`src/rtl/hazard_unit_pkg.sv`:
```
// rtl/hazard_unit_pkg.sv - shared types, constants and helpers for the hazard/forwarding controller
package hazard_unit_pkg;

    // Widest register address the shadow entries can hold; narrower REG_AW values are zero-extended.
    localparam int HZ_RD_W = 8;

    // Forward select value meaning "take the operand from the register file".
    localparam int FWD_RF = 0;

    // One in-flight instruction as seen by the hazard logic.
    typedef struct packed {
        logic               valid;
        logic [HZ_RD_W-1:0] rd;
        logic               reg_wr;
        logic               is_load;
    } hz_entry_t;

    // Width of a forward select able to encode FWD_RF plus one code per forwarding stage.
    function automatic int fwd_width(input int num_stages);
        return (num_stages < 1) ? 1 : $clog2(num_stages + 1);
    endfunction

endpackage

```
`src/rtl/hazard_shadow_pipe.sv`:
```
// rtl/hazard_shadow_pipe.sv - shift register of in-flight destination entries behind decode
module hazard_shadow_pipe
    import hazard_unit_pkg::*;
#(
    parameter int DEPTH = 2
) (
    input  logic                  clk,
    input  logic                  rst,
    input  logic                  insert,
    input  hz_entry_t             ins_entry,
    output hz_entry_t [DEPTH-1:0] entries
);

    hz_entry_t [DEPTH-1:0] pipe_q;

    // Advance every entry one stage; the head takes the decode instruction or an empty slot.
    always_ff @(posedge clk) begin
        if (rst) begin
            pipe_q <= '0;
        end else begin
            pipe_q[0] <= insert ? ins_entry : '0;
            for (int i = 1; i < DEPTH; i++) begin
                pipe_q[i] <= pipe_q[i-1];
            end
        end
    end

    assign entries = pipe_q;

endmodule

```
`src/rtl/hazard_unit.sv`:
```
// rtl/hazard_unit.sv - multi-stage forwarding, load-use stall and redirect flush controller
module hazard_unit
    import hazard_unit_pkg::*;
#(
    parameter  int NUM_FWD_STAGES = 2,
    parameter  int LOAD_LAT       = 1,
    parameter  int FLUSH_DEPTH    = 2,
    parameter  int REG_AW         = 5,
    localparam int FW             = fwd_width(NUM_FWD_STAGES)
) (
    input  logic              clk,
    input  logic              rst,
    input  logic              id_valid,
    input  logic [REG_AW-1:0] id_rs1,
    input  logic [REG_AW-1:0] id_rs2,
    input  logic              id_rs1_used,
    input  logic              id_rs2_used,
    input  logic [REG_AW-1:0] id_rd,
    input  logic              id_reg_wr,
    input  logic              id_is_load,
    input  logic              redirect,
    output logic              stall,
    output logic              bubble,
    output logic              flush_ifid,
    output logic [FW-1:0]     fwd_sel_1,
    output logic [FW-1:0]     fwd_sel_2
);

    localparam int CW = 3;

    hz_entry_t [NUM_FWD_STAGES-1:0] entries;
    hz_entry_t                      ins_entry;
    logic [CW-1:0]                  flush_cnt;
    logic                           flush_active;
    logic                           id_live;
    logic                           load_seen;
    logic                           load_hz;
    logic                           insert;
    logic [FW-1:0]                  sel1_raw;
    logic [FW-1:0]                  sel2_raw;

    // A shadow entry produces rs when it is a real register write to the same non-zero register.
    function automatic logic hit(input hz_entry_t e, input logic [REG_AW-1:0] rs);
        return e.valid && e.reg_wr && (e.rd == HZ_RD_W'(rs)) && (rs != '0);
    endfunction

    assign flush_active = (flush_cnt != '0);
    assign id_live      = id_valid && !flush_active && !redirect;

    // Scan oldest to youngest so the youngest hit overwrites; also look for loads still in flight.
    always_comb begin
        sel1_raw  = FW'(FWD_RF);
        sel2_raw  = FW'(FWD_RF);
        load_seen = 1'b0;
        for (int k = NUM_FWD_STAGES - 1; k >= 0; k--) begin
            if (hit(entries[k], id_rs1)) begin
                sel1_raw = FW'(k + 1);
            end
            if (hit(entries[k], id_rs2)) begin
                sel2_raw = FW'(k + 1);
            end
            if ((k < LOAD_LAT) && entries[k].is_load &&
                ((id_rs1_used && hit(entries[k], id_rs1)) ||
                 (id_rs2_used && hit(entries[k], id_rs2)))) begin
                load_seen = 1'b1;
            end
        end
    end

    assign load_hz    = id_live && load_seen;
    assign stall      = !rst && load_hz;
    assign bubble     = !rst && (load_hz || redirect || flush_active);
    assign flush_ifid = !rst && (redirect || flush_active);
    assign fwd_sel_1  = (!rst && id_rs1_used) ? sel1_raw : FW'(FWD_RF);
    assign fwd_sel_2  = (!rst && id_rs2_used) ? sel2_raw : FW'(FWD_RF);

    assign insert            = id_live && !bubble;
    assign ins_entry.valid   = 1'b1;
    assign ins_entry.rd      = HZ_RD_W'(id_rd);
    assign ins_entry.reg_wr  = id_reg_wr;
    assign ins_entry.is_load = id_is_load;

    // Count the remaining decode slots to kill; any redirect restarts the count.
    always_ff @(posedge clk) begin
        if (rst) begin
            flush_cnt <= '0;
        end else if (redirect) begin
            flush_cnt <= CW'(FLUSH_DEPTH - 1);
        end else if (flush_active) begin
            flush_cnt <= flush_cnt - CW'(1);
        end
    end

    hazard_shadow_pipe #(
        .DEPTH (NUM_FWD_STAGES)
    ) u_shadow_pipe (
        .clk       (clk),
        .rst       (rst),
        .insert    (insert),
        .ins_entry (ins_entry),
        .entries   (entries)
    );

endmodule

```
`config.mk`:
```
export PLATFORM = sky130hd
export DESIGN_NAME = hazard_unit
export DESIGN_NICKNAME = d
export VERILOG_FILES = /design/src/rtl/hazard_unit_pkg.sv /design/src/rtl/hazard_shadow_pipe.sv /design/src/rtl/hazard_unit.sv
export SDC_FILE = /design/constraint.sdc
export NUM_CORES = 1
export LEC_CHECK = 0
export CAP_MARGIN = 20
export CORE_ASPECT_RATIO = 1.5
export CORE_MARGIN = 8
export CORE_UTILIZATION = 41
export DETAILED_ROUTE_END_ITERATION = 8
export PLACE_DENSITY = 0.84
export SYNTH_ARGS = -nofsm -noshare
export SYNTH_HDL_FRONTEND = slang
export SYNTH_SLANG_ARGS = --single-unit
```
`constraint.sdc`:
```
create_clock -name clk -period 2.6 [get_ports clk]
set_input_delay 0.78 -clock clk [delete_from_list [all_inputs] [get_ports clk]]
set_output_delay 0.78 -clock clk [all_outputs]
set_load 0.1 [all_outputs]
```
==> reports/metrics.cfg, run 1 <==
[worst_hold_path]
hold_class=flip-flop to flip-flop
worstHoldStart=u_shadow_pipe.entries[1]

[global_route]
grt_max_degree=13
antenna_found_initial=0
grt_usage_pct=16.40
grt_pass1_wl_um=5637
overflow=0
grt_pass1_vias=1257

[yosys]
ys_top_cells_by_count=dfxtp_1, xnor2_1, nor2_1
yosysMostFrequentCell=dfxtp_1
ys_warn_count=0
syn_area_mm2=0.001018
synth_ff_type=dfxtp_1
synth.distinct_cells=33
synth_top_area_share_pct=35.38
synth_nets=133
ys_seq_area_share_pct=35.38
yosys.area.top_type=dfxtp_1
synthArstFlopShare_pct=0
synth_area_leaders=dfxtp_1, xnor2_1, nor3b_2
synth_edf_count=0
syn_inst=108
syn_avg_cell_area_um2=9.430
ys_seq_elements=18

[cells_and_area]
postLayoutCoreUtil_pct=82.60
diodes=0
final_area_mm2=0.001978
area_delta_synth_final_pct=94.23
layout.nets=197
drive_above_1_share_pct=61.99

[floorplan]
rows=22
dieWidth_um=56.70
die_h_um=77.04
initial_core_util_pct=42.53
die_area_mm2=0.004368
ioPinCount=30
core_area_mm2=0.002395

[routing]
avgRoutedWirePerCell_um=20.22
first_iter_violations=27
antenna_left=0
drc_errors=0
num_vias=1073
routed_wl_um=3943
drt_first_pass_iters=4
wl_met2_um=2227
met3WireLength_um=232
via_per_inst=5.503
met1_length_um=1276
routed.top_layer=met4

[critical_path]
crit_start=id_rs2[0]
end_kind=output pin
reg2reg_from=flush_cnt[1]
critical_path_class=primary input to output pin
cp.arrival_ns=2.12
crit_path_start_kind=primary input
cp.required_ns=1.82
cp_max_fo=3

[cts]
cts-root-buf=clkbuf_4
clkTransAtPathRegs_ns=0.10
clkLatencyLatePin_ns=0.32
htreeDepth=1
clk_path_buf_depth=2
cts_hold_buf=0
cts_made_buffers=3
cts.sink_count=18
cts_tree=yes

[power_and_ir_drop]
leakagePower_nw=0.7957
comb_power_share_pct=35.3
p_switching_mw=0.2329
p_sw_share_pct=31.34
seq_power_share_pct=40.1
pwr_density_cell_mw_per_mm2=375.6
clkPwrFrac_pct=24.7
ir_worst_vdd_mv=0.4344
intPower_mw=0.5102

[timing]
worst_slack_ns=-0.2974
final.period_utilization_pct=111.4
worst_hold_slack_ns=0.4752
fin_crit_ns=2.897
slew_viol_final=0
max_slew_margin_pct=62.23
hold_viol=0
fin_skew_ns=0.001164
rsz0062_at_grt=true
clock.fmax_ghz=0.3451
worst_slew_pin_slew_ns=0.5522
finalSetupViolations=6

[placed_design]
placed_area_mm2=0.001648
io_buffers=29
gp_congestion=0.9089
place_hpwl_um=2516

[flow_run]
drv_cap=0

[status]
status=finished with violations
violations=negative setup slack

[power by group through the flow]
stage	Sequential, mW	Combinational (mW)	Clock, mW
2_1_floorplan	0.298	0.0979	0
3_3_place_gp	0.299	0.186	0
3_5_place_dp	0.300	0.197	0
4_1_cts	0.295	0.219	0.185
5_1_grt	0.299	0.274	0.196
6_report	0.298	0.262	0.183
[layout by cell type (no fill, tap or decap), drive strengths merged, types with 2 or more instances in the layout]
cell type | netlist | routed
ha | 2 | 2
dlygate4sd2 | 0 | 3
clkdlybuf4s50 | 0 | 7
nor2 | 11 | 11
nand2 | 4 | 4
dfxtp | 18 | 18
or4 | 3 | 3
and4 | 2 | 2
o21ai | 2 | 2
nand4 | 3 | 3
a21oi | 2 | 2
nor3b | 7 | 7
nor3 | 3 | 3
xnor2 | 15 | 15
clkbuf | 1 | 7
nand3 | 3 | 3
nor2b | 8 | 8
buf | 1 | 48
xor2 | 6 | 6
inv | 5 | 5
[flip-flops by register name (all words and copies together) (netlist names)]
signal / cells
u_shadow_pipe.entries: 15
flush_cnt: 3
[layout make-up]
type                            instances  area, um2
Clock buffer                            4      36.28
Sequential cell                        18      362.8
Inverter                                5      18.77
Timing Repair Buffer                   61      611.8
Multi-Input combinational cell         83      918.4
Tap cell                               24      30.03
Fill cell                             137      416.7
[kinds of logic (layout without fill, tap and decap cells)]
family,count (synthesis),after routing,share of synthesized area [%]
and+or+nand+nor,51,51,32.92
xor gates and xnor gates,21,21,18.06
DFF,18,18,35.38
AOI/OAI and AO/OA,9,9,7.863
buffers and inverters,7,70,3.317
adders and majority gates,2,2,2.457
[stage by stage]
stage | power, mW | setup WS (ns) | setup TNS, ns | cells
6_report | 0.7430 | -0.2974 | -1.086 | 195
2_1_floorplan | 0.3957 | -0.4039 | -1.531 | 108
3_5_place_dp | 0.4965 | -0.7419 | -4.555 | 182
5_1_grt | 0.7685 | -0.3201 | -1.257 | 195
3_3_place_gp | 0.4852 | -0.6282 | -3.578 | 182
4_1_cts | 0.6984 | -0.2557 | -1.090 | 189
[routing by layer]
metal	vias up	GRT usage [%]
met5	-	0
met4	0	14.73
met3	18	5.272
met2	49	29.19
met1	514	13.59
li1	492	-
[worst max-delay path, cell delays in order]
cell and delay, ns:
buf_8 0.10, or4_4 0.54, o211ai_1 0.22, or4_4 0.19, o311ai_4 0.10, buf_12 0.19
[what timing repair did]
item                                    in CTS  in global routing
pin swaps                                   29                 15
gates resized for setup                     84                 25
buffers inserted                             3                  6
endpoints found under the setup margin       7                  6
[worst paths after layout]
check	to	slack (ns)	cells after the start
setup reg to reg	u_shadow_pipe.entries[6]	0.92	9
setup / recovery	bubble	-0.30	6
hold / removal	u_shadow_pipe.entries[12]	0.48	1
hold reg to reg	u_shadow_pipe.entries[12]	0.48	1
(Power assumes the default switching activity.)
==> run 2: changes to the inputs <==
--- a/config.mk
+++ b/config.mk
@@ -6,11 +6,11 @@
 export NUM_CORES = 1
 export LEC_CHECK = 0
 export CAP_MARGIN = 20
-export CORE_ASPECT_RATIO = 1.5
 export CORE_MARGIN = 8
-export CORE_UTILIZATION = 41
+export CORE_UTILIZATION = 54
 export DETAILED_ROUTE_END_ITERATION = 8
-export PLACE_DENSITY = 0.84
+export DONT_BUFFER_PORTS = 1
+export PLACE_DENSITY = 0.82
 export SYNTH_ARGS = -nofsm -noshare
 export SYNTH_HDL_FRONTEND = slang
 export SYNTH_SLANG_ARGS = --single-unit
==> reports/metrics.cfg, run 2 (synthesis gave the netlist of run 1 again) <==
[critical_path]
crit_top_cell=or4_4
slowest_delay_ns=0.53  ; about the same
crit_chain=or4_4 -> o211ai_1 -> or4_4 -> o311ai_4 -> buf_12
end_kind=output pin
r2r_end=u_shadow_pipe.entries[6]
cp.required_ns=1.82  ; about the same
critPathTopFamily=simple AND/OR/NAND/NOR gates
cp.arrival_ns=1.97  ; -0.15 ns
cp_num_buf_inv=1  ; -1
reg2regPathDepth=5  ; -4
worst-r2r-setup-slack_ns=0.88  ; -0.04 ns
slowest_stage=or4_4
critical_path_class=primary input to output pin
reg2reg_from=u_shadow_pipe.entries[2]
cp_max_fo=3  ; unchanged
crit_path_start_kind=primary input

[cells_and_area]
area_delta_synth_final_pct=37.22
layout_common_cells=dfxtp_1, xnor2_1, nor2_1
final_area_mm2=0.001398  ; -29%
fillers=108  ; -21%
sequential_cell_area_um2=362.8  ; unchanged
multi_input_area_um2=765.7  ; -17%
drive_above_1_share_pct=41.46  ; -21 points
largest_reg_flops=15  ; unchanged
stdcell_count=148  ; -24%
layout.nets=150  ; -24%
mostFrequentLayoutCell=dfxtp_1
diodes=0  ; unchanged

[routing]
routed_wl_um=2585  ; -34%
via_per_inst=5.723  ; +4.0%
first_iter_violations=15  ; -44%
avgRoutedWirePerCell_um=17.47  ; -14%
drc_errors=0  ; unchanged
drt_first_pass_iters=4  ; unchanged
num_vias=847  ; -21%
antenna_left=0  ; unchanged

[cts]
cts_hold_buf=0  ; unchanged
clkTransAtPathRegs_ns=0.09  ; about the same
cts_tree=yes
htreeDepth=1  ; unchanged
cts-root-buf=clkbuf_4
cts.sink_count=18  ; unchanged
cts_made_buffers=3  ; unchanged
clk_path_buf_depth=2  ; unchanged
clkLatencyLatePin_ns=0.28  ; -0.04 ns

[status]
violations=negative setup slack
status=finished with violations

[timing]
clock.fmax_ghz=0.3639  ; +5.4%
fin_skew_ns=0.004038  ; +0.002875 ns
fin_setup_tns_ns=-0.2965  ; +0.7895 ns
fin_crit_ns=2.748  ; -0.1495 ns
finalSetupViolations=5  ; -1
slew_viol_final=0  ; unchanged
worst_slack_ns=-0.1479  ; +0.1495 ns
rsz0062_at_grt=true
hold_viol=0  ; unchanged
worst_hold_slack_ns=0.4599  ; -0.01532 ns
worst_slew_pin_slew_ns=0.7138  ; +0.1616 ns
max_slew_margin_pct=52.25  ; -10 points
final.period_utilization_pct=105.7  ; -5.8 points

[worst_hold_path]
min_to=u_shadow_pipe.entries[12]
hold_class=flip-flop to flip-flop
hold_depth=1  ; unchanged
worstHoldStart=u_shadow_pipe.entries[1]

[placed_design]
place_hpwl_um=2068  ; -18%
gp_congestion=0.8634  ; -5.0%
dp_cells=144  ; -21%
post-place-ws_ns=-0.1520  ; +0.5898 ns
placed_area_mm2=0.001301  ; -21%
io_buffers=0  ; -100%

[power_and_ir_drop]
comb_power_share_pct=26.2  ; -9.1 points
pwr_density_cell_mw_per_mm2=408.0  ; +8.6%
ir_worst_vdd_mv=0.3555  ; -18%
intPower_mw=0.4146  ; -19%
clkPwrFrac_pct=21.9  ; -2.8 points
seq_power_share_pct=51.9  ; +12 points
p_sw_share_pct=27.28  ; -4.1 points
p_switching_mw=0.1555  ; -33%
leakagePower_nw=0.5079  ; -36%

[global_route]
grt_max_degree=16  ; +3
antenna_found_initial=0  ; unchanged
grt_usage_pct=14.82  ; -1.6 points
grt_pass1_wl_um=4015  ; -29%
overflow=0  ; unchanged
grt_pass1_vias=868  ; -31%

[floorplan]
die_area_mm2=0.003532  ; -19%
dieWidth_um=59.43  ; +4.8%
rows=15  ; -32%
initial_core_util_pct=58.35  ; +16 points
ioPinCount=30  ; unchanged
die_h_um=59.43  ; -23%
core_area_mm2=0.001745  ; -27%

[flow_run]
drv_cap=0  ; unchanged

==> run 2: cell types whose count changed in the layout (fill, tap and decap cells not counted), moves of 3 or more <==
cell / before / now
buf_4: 24 / 6
buf_6: 12 / 1
clkdlybuf4s50_1: 7 / 0
xor2_1: 1 / 6
xnor2_1: 7 / 11
xor2_2: 4 / 0
buf_2: 3 / 0
clkbuf_2: 3 / 0
dlygate4sd2_1: 3 / 0
nor2_1: 6 / 9
nor2_4: 5 / 2
xnor2_2: 7 / 4
==> run 2: layout make-up <==
class	count	area share (%)
Clock buffer	3	1.611
Inverter	5	1.343
Multi-Input combinational cell	83	54.79
Sequential cell	18	25.96
Tap cell	25	2.238
Timing Repair Buffer	14	14.06
==> run 2: power by group through the flow <==
| stage | registers (mW) | logic, mW | clock network [mW] |
|---|---|---|---|
| final | 0.296 | 0.149 | 0.125 |
| after global placement | 0.299 | 0.125 | 0 |
| after CTS | 0.294 | 0.140 | 0.129 |
| after global routing | 0.298 | 0.159 | 0.144 |
| after detailed placement | 0.300 | 0.130 | 0 |
| after floorplan | 0.298 | 0.0979 | 0 |
==> run 2: worst max path at each step <==
| stage | start | endpoint | slack (ns) | cells after the start |
|---|---|---|---|---|
| after floorplan | id_rs1[0] | fwd_sel_1[1] | -0.40 | 4 |
| after global placement | id_rs2[3] | bubble | -0.14 | 5 |
| after detailed placement | id_rs2[3] | bubble | -0.15 | 5 |
| after CTS | id_rs2[3] | bubble | -0.12 | 5 |
| after global routing | id_rs2[3] | bubble | -0.17 | 5 |
| final | id_rs2[3] | bubble | -0.15 | 5 |
==> run 2: timing repair <==
| item | in CTS | in global routing |
|---|---|---|
| setup endpoints to repair | 6 | 6 |
| pin swaps | 3 | 3 |
| resized for setup | 8 | 9 |
| buffers inserted | 1 | 0 |
==> run 2: per-layer routing <==
metal / GRT usage (%) / vias up / routed length, um
met5: 0 / - / 0
met4: 6.826 / 0 / 48
met3: 6.074 / 6 / 245
met2: 26.81 / 32 / 1415
met1: 14.13 / 406 / 875
li1: - / 403 / -
==> run 2: worst register-to-register path, stage by stage, from the launching register on <==
cell and delay [ns]:
dfxtp_1 0.44, xnor2_2 0.16, nand4_1 0.15, buf_4 0.17
o41ai_4 0.58, nor3b_2 0.10
==> run 2: metrics by stage <==
stage,total power [mW],utilization [%]
finish,0.5702,80.07
floorplan,0.3957,-
global route,0.6015,80.07
CTS,0.5623,77.78
detailed placement,0.4297,74.55
global placement,0.4239,74.55
==> run 3: changes to the inputs <==
--- a/config.mk
+++ b/config.mk
@@ -6,7 +6,7 @@
 export NUM_CORES = 1
 export LEC_CHECK = 0
 export CAP_MARGIN = 20
-export CORE_MARGIN = 8
+export CORE_MARGIN = 2
 export CORE_UTILIZATION = 54
 export DETAILED_ROUTE_END_ITERATION = 8
 export DONT_BUFFER_PORTS = 1
==> reports/metrics.cfg, run 3 (synthesis gave the netlist of run 1 again) <==
[routing]
drt_first_pass_iters=4  ; unchanged
num_vias=902  ; +6.5%
routed_wl_um=2787  ; +7.8%
avgRoutedWirePerCell_um=18.10  ; +3.6%
first_iter_violations=20  ; +5
antenna_left=0  ; unchanged
met1_length_um=1000  ; +14%
routed.top_layer=met4
via_per_inst=5.857  ; +2.3%
met3WireLength_um=194  ; -21%
drc_errors=0  ; unchanged
wl_met2_um=1469  ; +3.8%

[global_route]
grt_usage_pct=23.85  ; +9.0 points
overflow=0  ; unchanged
antenna_found_initial=0  ; unchanged
grt_pass1_vias=818  ; -5.8%
grt_max_degree=16  ; unchanged
grt_pass1_wl_um=3525  ; -12%

[timing]
fin_crit_ns=2.781  ; +0.03333 ns
fin_setup_tns_ns=-0.3619  ; -0.06548 ns
worst_slew_pin_slew_ns=0.6972  ; -0.01660 ns
hold_viol=0  ; unchanged
max_slew_margin_pct=53.36  ; +1.1 points
rsz0062_at_grt=true
clock.fmax_ghz=0.3596  ; -1.2%
fin_skew_ns=0.002839  ; -0.001200 ns
finalSetupViolations=5  ; unchanged
slew_viol_final=0  ; unchanged
final.period_utilization_pct=107.0  ; +1.3 points
worst_slack_ns=-0.1812  ; -0.03333 ns

[cells_and_area]
stdcell_count=154  ; +4.1%
layout_common_cells=dfxtp_1, xnor2_1, buf_4
sequential_cell_area_um2=364.1  ; +0.34%
layout.nets=156  ; +4.0%
drive_above_1_share_pct=44.96  ; +3.5 points
largest_reg_flops=15  ; unchanged
fillers=94  ; -13%
area_delta_synth_final_pct=43.73
multi_input_area_um2=785.8  ; +2.6%
mostFrequentLayoutCell=dfxtp_1
diodes=0  ; unchanged

[cts]
cts-root-buf=clkbuf_4
cts_hold_buf=0  ; unchanged
clkTransAtPathRegs_ns=0.09  ; about the same
cts.sink_count=18  ; unchanged
clk_path_buf_depth=2  ; unchanged
cts_tree=yes
htreeDepth=1  ; unchanged
cts_made_buffers=3  ; unchanged
clkLatencyLatePin_ns=0.28  ; about the same

[critical_path]
cp.required_ns=1.82  ; about the same
cp.arrival_ns=2.00  ; +0.03 ns
end_kind=output pin
cp_max_fo=2  ; -1
critical_path_class=flip-flop to output pin
crit_path_start_kind=flip-flop

[floorplan]
core_area_mm2=0.001745  ; unchanged
dieWidth_um=47.43  ; -20%
initial_core_util_pct=58.35  ; unchanged
die_area_mm2=0.002250  ; -36%
rows=15  ; unchanged
die_h_um=47.43  ; -20%
ioPinCount=30  ; unchanged

[power_and_ir_drop]
leakagePower_nw=0.5339  ; +5.1%
ir_worst_vdd_mv=0.5508  ; +55%
pwr_density_cell_mw_per_mm2=403.7  ; -1.1%

[status]
status=finished with violations
violations=negative setup slack

[placed_design]
place_hpwl_um=1875  ; -9.3%
io_buffers=0  ; unchanged
dp_cells=145  ; +0.69%
gp_congestion=0.8696  ; +0.72%

[flow_run]
drv_cap=0  ; unchanged

[worst_hold_path]
hold_class=flip-flop to flip-flop

-- run 3: path summary, 6_finish.rpt --
path / cells past startpoint / to / from / slack [ns]
max reg2reg: 6 / u_shadow_pipe.entries[2] / u_shadow_pipe.entries[4] / 0.78
max: 7 / bubble / flush_cnt[1] / -0.18
min reg2reg: 1 / u_shadow_pipe.entries[21] / u_shadow_pipe.entries[10] / 0.46
min: 1 / u_shadow_pipe.entries[21] / u_shadow_pipe.entries[10] / 0.46
-- run 3: repair_timing --
action | in CTS | in global routing
buffers inserted | 1 | 5
endpoints found under the hold margin | 0 | 0
endpoints found under the setup margin | 6 | 7
pin swaps | 4 | 7
resized for setup | 9 | 13
-- run 3: final cells by class --
cell class,count,area share [%]
Multi-Input combinational cell,83,53.68
Clock buffer,3,1.538
Sequential cell,18,24.87
Inverter,5,1.282
Tap cell,25,2.137
Timing Repair Buffer,20,16.50
-- run 3: through the flow --
step | hold WS (ns) | area, um2 | utilization, % | setup slack (ns) | power (mW)
3_3_place_gp | 0.4358 | 1309 | 74.98 | -0.1420 | 0.4252
5_1_grt | 0.4804 | 1464 | 83.87 | -0.2443 | 0.6255
2_1_floorplan | 0.4291 | 1100 | - | -0.4039 | 0.3957
3_5_place_dp | 0.4458 | 1309 | 74.98 | -0.1609 | 0.4310
4_1_cts | 0.4602 | 1373 | 78.64 | -0.1164 | 0.5698
6_report | 0.4593 | 1464 | 83.87 | -0.1812 | 0.5909
-- run 3: critical path, stage by stage (launching register included) --
cell and delay, ns:
dfxtp_2 0.34, inv_2 0.10, ha_4 0.14, nor2b_4 0.14
nand4_1 0.13, or4_4 0.56, o311ai_4 0.09, buf_12 0.21
-- run 3: layer usage --
metal | track usage (%) | up-vias
li1 | - | 418
met1 | 25.23 | 409
met2 | 40.81 | 61
met3 | 5.283 | 14
met4 | 18.33 | 0
met5 | 0 | -
-- run 3: power by group --
| group | switching, mW | internal [mW] |
|---|---|---|
| clock network | 0.0734 | 0.0538 |
| registers | 0.0100 | 0.287 |
| logic | 0.0825 | 0.0844 |
| total | 0.166 | 0.425 |
